**config.mk**
```make
export PLATFORM = sky130hd
export DESIGN_NAME = aes_block_packer
export DESIGN_NICKNAME = d
export VERILOG_FILES = /design/src/rtl/aes_block_packer.sv
export SDC_FILE = /design/constraint.sdc
export NUM_CORES = 1
export LEC_CHECK = 0
export BUFFER_PORTS_ARGS = -buffer_cell sky130_fd_sc_hd__clkbuf_2
export CAP_MARGIN = 15
export CORE_ASPECT_RATIO = 1.1
export CORE_MARGIN = 5
export CORE_UTILIZATION = 39
export CTS_BUF_LIST = sky130_fd_sc_hd__clkbuf_4 sky130_fd_sc_hd__clkbuf_8
export DETAILED_ROUTE_END_ITERATION = 8
export MAX_ROUTING_LAYER = met4
export PLACE_DENSITY_LB_ADDON = 0.15
export SLEW_MARGIN = 10
export SYNTH_ARGS = -nofsm -noshare
export SYNTH_HDL_FRONTEND = slang
export SYNTH_SLANG_ARGS = --single-unit
```
**constraint.sdc**
```tcl
create_clock -name clk -period 10 [get_ports clk]
set_input_delay 0.5 -clock clk [delete_from_list [all_inputs] [get_ports clk]]
set_output_delay 0.5 -clock clk [all_outputs]
set_load 0.01 [all_outputs]
```
**src/rtl/aes_block_packer.sv**
```systemverilog
// Packs four 32-bit stream beats into one 128-bit AES block and hands it to the engine.
// A fill register plus a held output register let the next block fill while the current one waits.
module aes_block_packer #(
    parameter int IN_WIDTH    = 32,
    parameter int BLOCK_WIDTH = 128,
    parameter int CNT_WIDTH   = 16
) (
    input  logic                   clk,
    input  logic                   reset,
    input  logic                   clear,
    input  logic                   start_i,
    input  logic [CNT_WIDTH-1:0]   num_blocks_i,
    input  logic                   swap_bytes_i,
    input  logic                   in_valid_i,
    input  logic [IN_WIDTH-1:0]    in_data_i,
    input  logic [IN_WIDTH/8-1:0]  in_strb_i,
    output logic                   in_ready_o,
    output logic                   blk_valid_o,
    output logic [BLOCK_WIDTH-1:0] blk_data_o,
    input  logic                   blk_ready_i,
    output logic [CNT_WIDTH-1:0]   blk_count_o,
    output logic                   busy_o,
    output logic                   done_o,
    output logic                   strb_err_o
);
    localparam int NBYTES = IN_WIDTH / 8;

    localparam logic [1:0] IDLE = 2'd0;
    localparam logic [1:0] RUN  = 2'd1;
    localparam logic [1:0] DONE = 2'd2;

    logic [1:0]               state;
    logic [1:0]               word_cnt;
    logic [2:0][IN_WIDTH-1:0] fill_q;
    logic [CNT_WIDTH-1:0]     blocks_in;
    logic [CNT_WIDTH-1:0]     blocks_out;
    logic [CNT_WIDTH-1:0]     num_blocks_q;
    logic                     swap_q;
    logic [IN_WIDTH-1:0]      beat_swapped;
    logic [IN_WIDTH-1:0]      beat;
    logic                     out_free;
    logic                     out_fire;
    logic                     beat_fire;
    logic                     blk_load;

    for (genvar b = 0; b < NBYTES; b++) begin : g_swap
        assign beat_swapped[8*b +: 8] = in_data_i[8*(NBYTES-1-b) +: 8];
    end

    assign beat     = swap_q ? beat_swapped : in_data_i;
    assign out_free = !blk_valid_o || blk_ready_i;
    assign out_fire = blk_valid_o && blk_ready_i;

    // The 4th beat lands straight in the output register, so it may only
    // be taken when that register is empty or draining this cycle.
    assign in_ready_o = (state == RUN) && (blocks_in < num_blocks_q)
                        && ((word_cnt != 2'd3) || out_free);
    assign beat_fire  = in_valid_i && in_ready_o;
    assign blk_load   = beat_fire && (word_cnt == 2'd3);

    assign blk_count_o = blocks_out;
    assign busy_o      = (state == RUN) || (state == DONE);
    assign done_o      = (state == DONE);

    always_ff @(posedge clk or posedge reset) begin
        if (reset) begin
            fill_q <= '0;
        end else if (clear) begin
            fill_q <= '0;
        end else begin
            for (int w = 0; w < 3; w++) begin
                if (beat_fire && (word_cnt == 2'(w))) fill_q[w] <= beat;
            end
        end
    end

    always_ff @(posedge clk or posedge reset) begin
        if (reset) begin
            state        <= IDLE;
            word_cnt     <= '0;
            blocks_in    <= '0;
            blocks_out   <= '0;
            num_blocks_q <= '0;
            swap_q       <= 1'b0;
            blk_valid_o  <= 1'b0;
            blk_data_o   <= '0;
            strb_err_o   <= 1'b0;
        end else if (clear) begin
            state        <= IDLE;
            word_cnt     <= '0;
            blocks_in    <= '0;
            blocks_out   <= '0;
            num_blocks_q <= '0;
            swap_q       <= 1'b0;
            blk_valid_o  <= 1'b0;
            blk_data_o   <= '0;
            strb_err_o   <= 1'b0;
        end else begin
            case (state)
                IDLE: begin
                    if (start_i) begin
                        num_blocks_q <= num_blocks_i;
                        swap_q       <= swap_bytes_i;
                        word_cnt     <= '0;
                        blocks_in    <= '0;
                        blocks_out   <= '0;
                        strb_err_o   <= 1'b0;
                        state        <= (num_blocks_i == '0) ? DONE : RUN;
                    end
                end
                RUN:     if (blocks_out == num_blocks_q) state <= DONE;
                DONE:    state <= IDLE;
                default: state <= IDLE;
            endcase

            if (beat_fire) begin
                word_cnt <= word_cnt + 2'd1;
                if (in_strb_i != '1) strb_err_o <= 1'b1;
            end

            // A load in the same cycle as a drain keeps valid high with new data.
            if (blk_load) begin
                blk_data_o  <= {fill_q[0], fill_q[1], fill_q[2], beat};
                blk_valid_o <= 1'b1;
                blocks_in   <= blocks_in + CNT_WIDTH'(1);
            end else if (out_fire) begin
                blk_valid_o <= 1'b0;
            end

            if (out_fire) blocks_out <= blocks_out + CNT_WIDTH'(1);
        end
    end
endmodule
```
==> key figures, run 1 <==
Die
  • I/O pin count: 208
  • Std-Cell Core Area: 31500 um^2
  • Area enclosed by the die boundary: 35700 um^2
  • Die W: 181 um
  • Site row count: 68
  • Initial core utilization: 0.397
  • Die Height: 198 um

Hold path
  • Hold Path Class: in2reg

Worst setup path
  • Cell family with the largest share of critical-path delay: simple AND/OR/NAND/NOR gates
  • CP Max Fanout: 88
  • Worst Path Arrival: 4.51 ns
  • Worst reg-to-reg setup slack: 5.98 ns
  • WP data required: 10.49 ns
  • Slowest-stage cell, CP: and3_4
  • Endpoint kind of the worst setup timing path: register
  • Launching element type of the critical path: register
  • Series of cell instances along the critical path: ha_1 -> and2_0 -> a221o_1 -> a2bb2oi_1 -> and3_4 -> buf_4 -> o21ai_0 -> a21oi_1
  • Critical path start-end classification: reg2reg
  • Delay contributed by the slowest stage of the critical path: 0.94 ns
  • Combined buffer and inverter count along the critical path: 1

Finish
  • Nets: 1508
  • Most used cells in the layout excluding fill and tap cells: 278 x dfrtp_1, 220 x nand2_1, 206 x clkbuf_2, 146 x nor2_1, 106 x a21oi_1
  • Area of combinational cells with multiple inputs: 4990 um^2
  • Final instance area: 14800 um^2
  • Sequential standard cell area: 6980 um^2
  • Most frequent standard cell in the layout excluding fill and tap cells: dfrtp_1
  • Signed area change from the synthesized netlist to the final layout: 18.6%
  • Fill cell total of the finished layout: 3098
  • Share of layout cells above drive strength 1: 0.235
  • Diode insertion count for antenna repair: 0

Yosys
  • Portion of the post-synthesis area used by sequential elements: 0.559
  • EDFF count, synth: 0
  • Most used flip-flop cell after synthesis: dfrtp_1
  • Proportion of register bits with asynchronous set or reset after synthesis: 1.00
  • Synthesized area divided by synthesized cell count: 10.0 um^2
  • Number of instances in the synthesized netlist: 1247
  • Flip-flop and latch count after synthesis: 279
  • Post-synth cell types: 51
  • Count of yosys warnings during synthesis: 0
  • Synthesized Nets: 1330
  • Post-Syn Area: 12500 um^2

CTS
  • Post-CTS Setup Repair Bufs: 0
  • Clk_lat worst skew: 0.57 ns
  • TritonCTS Sinks: 279
  • Clock transition at the register clock pins on the worst setup and hold paths after CTS: 0.06 ns
  • Count of hold buffers inserted by post-cts repair: 0
  • Bufs on Longest Clock Path: 3
  • Htree depth: 2
  • Number of instances resized during post-cts repair: 0
  • TritonCTS clock tree: yes
  • Root cell of the clock tree: clkbuf_8
  • Number of buffers added by the clock tree synthesis step: 50

Flow run
  • Max cap viols: 0

Global route
  • Total congestion overflow: 0
  • First-pass GRT wire length: 56600 um
  • Largest net degree at the start of global routing: 149
  • Initial antenna violation count: 0
  • Global routing usage summed across all routing layers: 0.201
  • Number of global-route vias before repair: 9932

STA
  • Max Clk Rate: 249 MHz
  • Fin crit share: 0.402
  • # setup viols final: 0
  • Clock Skew: 0.0256 ns
  • Setup repair after global routing missed its margin: no
  • Tightest Pin Transition: 1.11 ns
  • Fin Setup TNS: 0 ns
  • Hold violation count in the final report: 0
  • Post-layout minimum cycle time: 4.02 ns
  • Final-report max-slew violation count: 0
  • Tightest slew margin relative to the limit: 0.257

Place
  • Total half-perimeter wirelength after legalization and detailed placement: 23200 um
  • Placed Instance Area: 13700 um^2
  • Gpl congestion: 0.868
  • Count of input and output buffers: 207

Power
  • Standby leakage power: 6.63 nW
  • Power Density: 168 nW/um^2
  • Maximum ir drop on the vdd rail: 0.0000949 V

Route
  • DR iter-0 viols: 692
  • Count of TritonRoute iterations in the first routing pass: 4
  • Number of vias after detailed routing: 9919
  • Final routed DRC violation total: 0
  • Wire length per cell: 18.9 um
  • Vias per cell: 5.28
  • Final ANT Viol Nets: 0
  • WL final: 35500 um

Status
  • Run status: completed
-- final timing paths --
| check | endpoint | startpoint | depth (start not counted) |
|---|---|---|---|
| max | blocks_in[15]$_DFFE_PP0P_ | blocks_in[7]$_DFFE_PP0P_ | 8 |
| min | num_blocks_q[9]$_DFFE_PP0P_ | num_blocks_i[9] | 2 |
| max reg2reg | blocks_in[15]$_DFFE_PP0P_ | blocks_in[7]$_DFFE_PP0P_ | 8 |
| min reg2reg | strb_err_o$_DFF_PP0_ | strb_err_o$_DFF_PP0_ | 2 |
| max in group asynchronous | fill_q[12]$_DFFE_PP0P_ | reset | 4 |
| min in group asynchronous | blk_count_o[15]$_DFFE_PP0P_ | reset | 3 |
-- Yosys cell counts, types with 8 or more instances --
| master | number | area share |
|---|---|---|
| a21oi_1 | 106 | 0.043 |
| clkbuf_1 | 52 | 0.016 |
| mux2i_1 | 33 | 0.026 |
| a22o_1 | 19 | 0.013 |
| dfrtp_1 | 279 | 0.56 |
| o21ai_0 | 31 | 0.012 |
| a211oi_1 | 100 | 0.060 |
| nand3_1 | 14 | 0.0056 |
| inv_1 | 25 | 0.0075 |
| and3_1 | 11 | 0.0055 |
| ha_1 | 24 | 0.024 |
| a211oi_2 | 30 | 0.030 |
| nor3_1 | 12 | 0.0048 |
| nand4_1 | 12 | 0.0060 |
| nand2_1 | 220 | 0.066 |
| buf_2 | 25 | 0.010 |
| nor2_1 | 146 | 0.044 |
| buf_4 | 9 | 0.0054 |
| nor4_1 | 9 | 0.0045 |
| a21o_1 | 8 | 0.0048 |
| xnor2_1 | 17 | 0.012 |
| o21ai_1 | 8 | 0.0032 |
-- metal layers --
| metal | wire, um | GRT usage | up-vias |
|---|---|---|---|
| met5 | 0 | - | - |
| met1 | 17300 | 0.295 | 4863 |
| met2 | 15700 | 0.290 | 275 |
| met4 | 694 | 0.0479 | 0 |
| li1 | - | - | 4727 |
| met3 | 1800 | 0.0370 | 54 |
-- power by group --
| part | total, mW | switching [mW] | internal, mW |
|---|---|---|---|
| logic | 0.197 | 0.135 | 0.0614 |
| clock network | 1.11 | 0.474 | 0.641 |
| registers | 1.17 | 0.0219 | 1.15 |
| total | 2.48 | 0.631 | 1.85 |
-- registers in the layout, indices dropped and copies added, names as in the netlist --
name,flops
blk_data_o,128
swap_q,1
blk_valid_o,1
strb_err_o,1
blocks_in,16
num_blocks_q,16
state,2
blk_count_o,16
fill_q,96
word_cnt,2
-- stage by stage --
stage                     hold slack (ns)  total power [mW]  cells   util  setup WS (ns)
after CTS                           0.119              2.52   1876  0.469           5.98
after global placement              0.472              1.39   1791  0.436           6.02
after floorplan                     0.494              1.32   1247      -           1.81
after global routing                0.136              2.59   1878  0.470           5.63
final                               0.162              2.48   1878  0.470           5.98
after detailed placement            0.478              1.39   1791  0.436           6.01
-- cells by family after synthesis --
group | synth area share
DFF | 0.559
buffers and inverters | 0.0431
xor gates and xnor gates | 0.0126
AOI/OAI and AO/OA | 0.184
and+or+nand+nor | 0.150
muxes | 0.0265
adders and majority gates | 0.0241
-- layout make-up --
| class | count | area share |
|---|---|---|
| multi-input cells | 850 | 0.337 |
| repair buffers | 219 | 0.0782 |
| clock buffers | 81 | 0.0689 |
| well taps | 420 | 0.0355 |
| clock inverters | 4 | 0.00186 |
| inverters | 25 | 0.00684 |
| flip-flops and latches | 279 | 0.472 |
No activity file was read; power rests on OpenSTA's default activity.
==> run 2: changes to the inputs <==
--- a/config.mk
+++ b/config.mk
@@ -5,6 +5,7 @@
 export SDC_FILE = /design/constraint.sdc
 export NUM_CORES = 1
 export LEC_CHECK = 0
+export ABC_AREA = 1
 export BUFFER_PORTS_ARGS = -buffer_cell sky130_fd_sc_hd__clkbuf_2
 export CAP_MARGIN = 15
 export CORE_ASPECT_RATIO = 1.1
==> constraint.sdc (replaced) <==
create_clock -name clk -period 3.6 [get_ports clk]
set_input_delay 0.18 -clock clk [delete_from_list [all_inputs] [get_ports clk]]
set_output_delay 0.18 -clock clk [all_outputs]
set_load 0.01 [all_outputs]
==> key figures, run 2 <==
Power
  • Clock group share of total power: 0.404
  • Total net switching power: 2.26 mW
  • Int Power: 5.29 mW
  • Switching power as a share of total power: 0.300
  • Power Density: 479 nW/um^2
  • Standby leakage power: 8.66 nW
  • Overall power of the completed layout: 7.56 mW
  • Sequential power share: 0.441
  • Maximum ir drop on the vdd rail: 0.000210 V
  • Combinational group share of total power: 0.155

STA
  • Final-report max-slew violation count: 0
  • Fin Setup TNS: 0 ns
  • Clock Skew: 0.0273 ns
  • Tightest Pin Transition: 0.962 ns
  • Fin crit share: 0.787
  • Setup repair after global routing missed its margin: no
  • Post-layout minimum cycle time: 2.83 ns
  • Max Clk Rate: 353 MHz
  • Hold violation count in the final report: 0
  • # setup viols final: 0
  • Tightest slew margin relative to the limit: 0.356
  • Setup slack of the critical path after layout: 0.768 ns

Yosys
  • Most area-hungry cell type in the Yosys netlist: dfrtp_1
  • Most used flip-flop cell after synthesis: dfrtp_1
  • Synthesized Nets: 1667
  • Post-Syn Area: 13200 um^2
  • Commonest cells post-synth: 440 x nand2_1, 284 x nand3_1, 279 x dfrtp_1
  • Count leader, synth: nand2_1
  • Count of yosys warnings during synthesis: 0
  • Number of instances in the synthesized netlist: 1584
  • Proportion of register bits with asynchronous set or reset after synthesis: 1.00
  • Dominant cells by area after synthesis: dfrtp_1 53%, nand2_1 12%, nand3_1 11%
  • Flip-flop and latch count after synthesis: 279
  • Synthesized area divided by synthesized cell count: 8.35 um^2
  • Portion of the post-synthesis area used by sequential elements: 0.528
  • Post-synth cell types: 32
  • EDFF count, synth: 0
  • Yosys top cell area share: 0.528

Route
  • Number of vias after detailed routing: 12000
  • WL final: 43600 um
  • Final ANT Viol Nets: 0
  • Vias per cell: 5.40
  • Wire length per cell: 19.5 um
  • Final routed DRC violation total: 0
  • Count of TritonRoute iterations in the first routing pass: 5
  • DR iter-0 viols: 1159

Place
  • Dpl cells: 2127
  • Post-Place Worst Slack: 0.981 ns
  • Gpl congestion: 0.883
  • Placed Instance Area: 14500 um^2
  • Count of input and output buffers: 207
  • Total half-perimeter wirelength after legalization and detailed placement: 28000 um

CTS
  • Clk_lat worst skew: 0.59 ns
  • TritonCTS clock tree: yes
  • TritonCTS Sinks: 279
  • Clock transition at the register clock pins on the worst setup and hold paths after CTS: 0.06 ns
  • Post-CTS Setup Repair Bufs: 0
  • Htree depth: 2
  • Number of instances resized during post-cts repair: 0
  • Bufs on Longest Clock Path: 3
  • Number of buffers added by the clock tree synthesis step: 47
  • Root cell of the clock tree: clkbuf_8

Hold path
  • WHS Endpoint: blk_data_o[3]$_DFFE_PP0P_
  • Instance count along the most critical hold path: 5
  • Hold Path Class: in2reg
  • Hold Path Origin: in_data_i[27]

Global route
  • Largest net degree at the start of global routing: 146
  • Global routing usage summed across all routing layers: 0.234
  • First-pass GRT wire length: 68200 um
  • Initial antenna violation count: 1
  • Number of global-route vias before repair: 11800
  • Total congestion overflow: 0

Finish
  • Most frequent standard cell in the layout excluding fill and tap cells: nand2_1
  • Most used cells in the layout excluding fill and tap cells: 440 x nand2_1, 284 x nand3_1, 279 x dfrtp_1, 207 x clkbuf_2, 125 x nand4_1
  • Number of flip-flops under the largest register name: 128
  • Final instance area: 15800 um^2
  • Share of layout cells above drive strength 1: 0.183
  • Nets: 1852
  • Register containing the most flip-flops in the final layout: blk_data_o
  • Non-Filler Instances: 2232
  • Signed area change from the synthesized netlist to the final layout: 19.1%
  • Fill cell total of the finished layout: 3368
  • Largest registers: blk_data_o x128, fill_q x96

Die
  • I/O pin count: 208
  • Site row count: 70
  • Die W: 186 um
  • Die Height: 203 um
  • Area enclosed by the die boundary: 37700 um^2
  • Initial core utilization: 0.397
  • Std-Cell Core Area: 33400 um^2

Status
  • Run status: completed

Worst setup path
  • CP Max Fanout: 145
  • Critical path's most frequent cell: nand2_1
  • Critical path start-end classification: reg2reg
  • Worst r2r path cells: 14
  • Slowest-stage cell, CP: dlygate4sd3_1
  • Worst reg-to-reg setup slack: 0.77 ns
  • Worst Path Arrival: 3.29 ns
  • Launching point of the worst reg2reg path: blocks_in[3]$_DFFE_PP0P_
  • CP Launch Point: blocks_in[3]$_DFFE_PP0P_
  • Launching element type of the critical path: register
  • WP data required: 4.06 ns
  • Reg-to-reg endpoint: blk_valid_o$_DFFE_PP0P_
  • Endpoint kind of the worst setup timing path: register
  • Delay contributed by the slowest stage of the critical path: 0.59 ns
  • Series of cell instances along the critical path: ha_1 -> nand2_1 -> inv_1 -> nand2_1 -> nand2_1 -> nand2_1 -> nand2_1 -> nand2_1 -> nand2_1 -> nand2_2 -> nand4_1 -> buf_12 -> a21oi_1 -> dlygate4sd3_1

Flow run
  • Max cap viols: 0
[run 2: cell types whose count changed after synthesis, moves of 33 or more]
cell | previous run | this run
nand3_1 | 14 | 284
nand2_1 | 220 | 440
nand4_1 | 12 | 125
a211oi_1 | 100 | 0
a21oi_1 | 106 | 14
nor2_1 | 146 | 85
inv_1 | 25 | 72
mux2i_1 | 33 | 0
[run 2: what timing repair did]
action	CTS	global route
endpoints found under the hold margin	230	0
endpoints found under the setup margin	0	0
hold buffers	25	0
[run 2: final cells by class]
class | count | area, um^2 | area share
sequential | 279 | 6980 | 0.443
multi-input combinational | 1105 | 5390 | 0.342
timing repair buffer | 253 | 1520 | 0.0963
clock buffer | 76 | 958 | 0.0608
tap | 432 | 541 | 0.0343
inverter | 83 | 323 | 0.0205
clock inverter | 3 | 47.5 | 0.00302
antenna | 1 | 2.50 | 0.000159
[run 2: through the flow]
step	hold WS [ns]	util
finish	0.0556	0.472
global route	0.0861	0.472
CTS	0.0165	0.472
detailed placement	0.160	0.435
global placement	0.149	0.435
floorplan	0.243	-
[run 2: per-layer routing]
| metal | wire, um | global-route usage | vias to the layer above |
|---|---|---|---|
| li1 | - | - | 5687 |
| met1 | 19700 | 0.331 | 5839 |
| met2 | 19800 | 0.348 | 437 |
| met3 | 2790 | 0.0341 | 86 |
| met4 | 1350 | 0.0796 | 0 |
| met5 | 0 | - | - |
[run 2: worst max path at each step]
stage	end	slack, ns	depth (start not counted)
4_1_cts	blk_valid_o$_DFFE_PP0P_	0.70	15
2_1_floorplan	blk_count_o[0]$_DFFE_PP0P_	-0.27	1
3_5_place_dp	fill_q[58]$_DFFE_PP0P_	0.98	13
3_3_place_gp	blk_data_o[63]$_DFFE_PP0P_	0.99	11
5_1_grt	blk_valid_o$_DFFE_PP0P_	0.48	15
6_report	blk_valid_o$_DFFE_PP0P_	0.77	14
[run 2: power by group through the flow]
| stage | clock, mW | combinational [mW] | sequential [mW] |
|---|---|---|---|
| floorplan | 0 | 0.759 | 3.37 |
| global placement | 0 | 1.14 | 3.38 |
| detailed placement | 0 | 1.15 | 3.38 |
| CTS | 3.12 | 1.18 | 3.33 |
| global route | 3.27 | 1.29 | 3.34 |
| finish | 3.06 | 1.17 | 3.33 |
[run 2: kinds of logic after synthesis]
kind of cell / Yosys count / synth area share
AND/OR/NAND/NOR: 965 / 0.331
buffers and inverters: 200 / 0.0657
XOR/XNOR: 24 / 0.0159
flip-flops: 279 / 0.528
adder cells (fa/ha/maj): 24 / 0.0227
AO/OA/AOI/OAI: 92 / 0.0374
[run 2: critical path: cells and delay by family (launching register included)]
kind	cells	cell delay (ns)
adders and majority gates	1	0.32
buffers and inverters	3	1.15
DFF	1	0.43
and+or+nand+nor	9	0.66
AOI/OAI and AO/OA	1	0.12
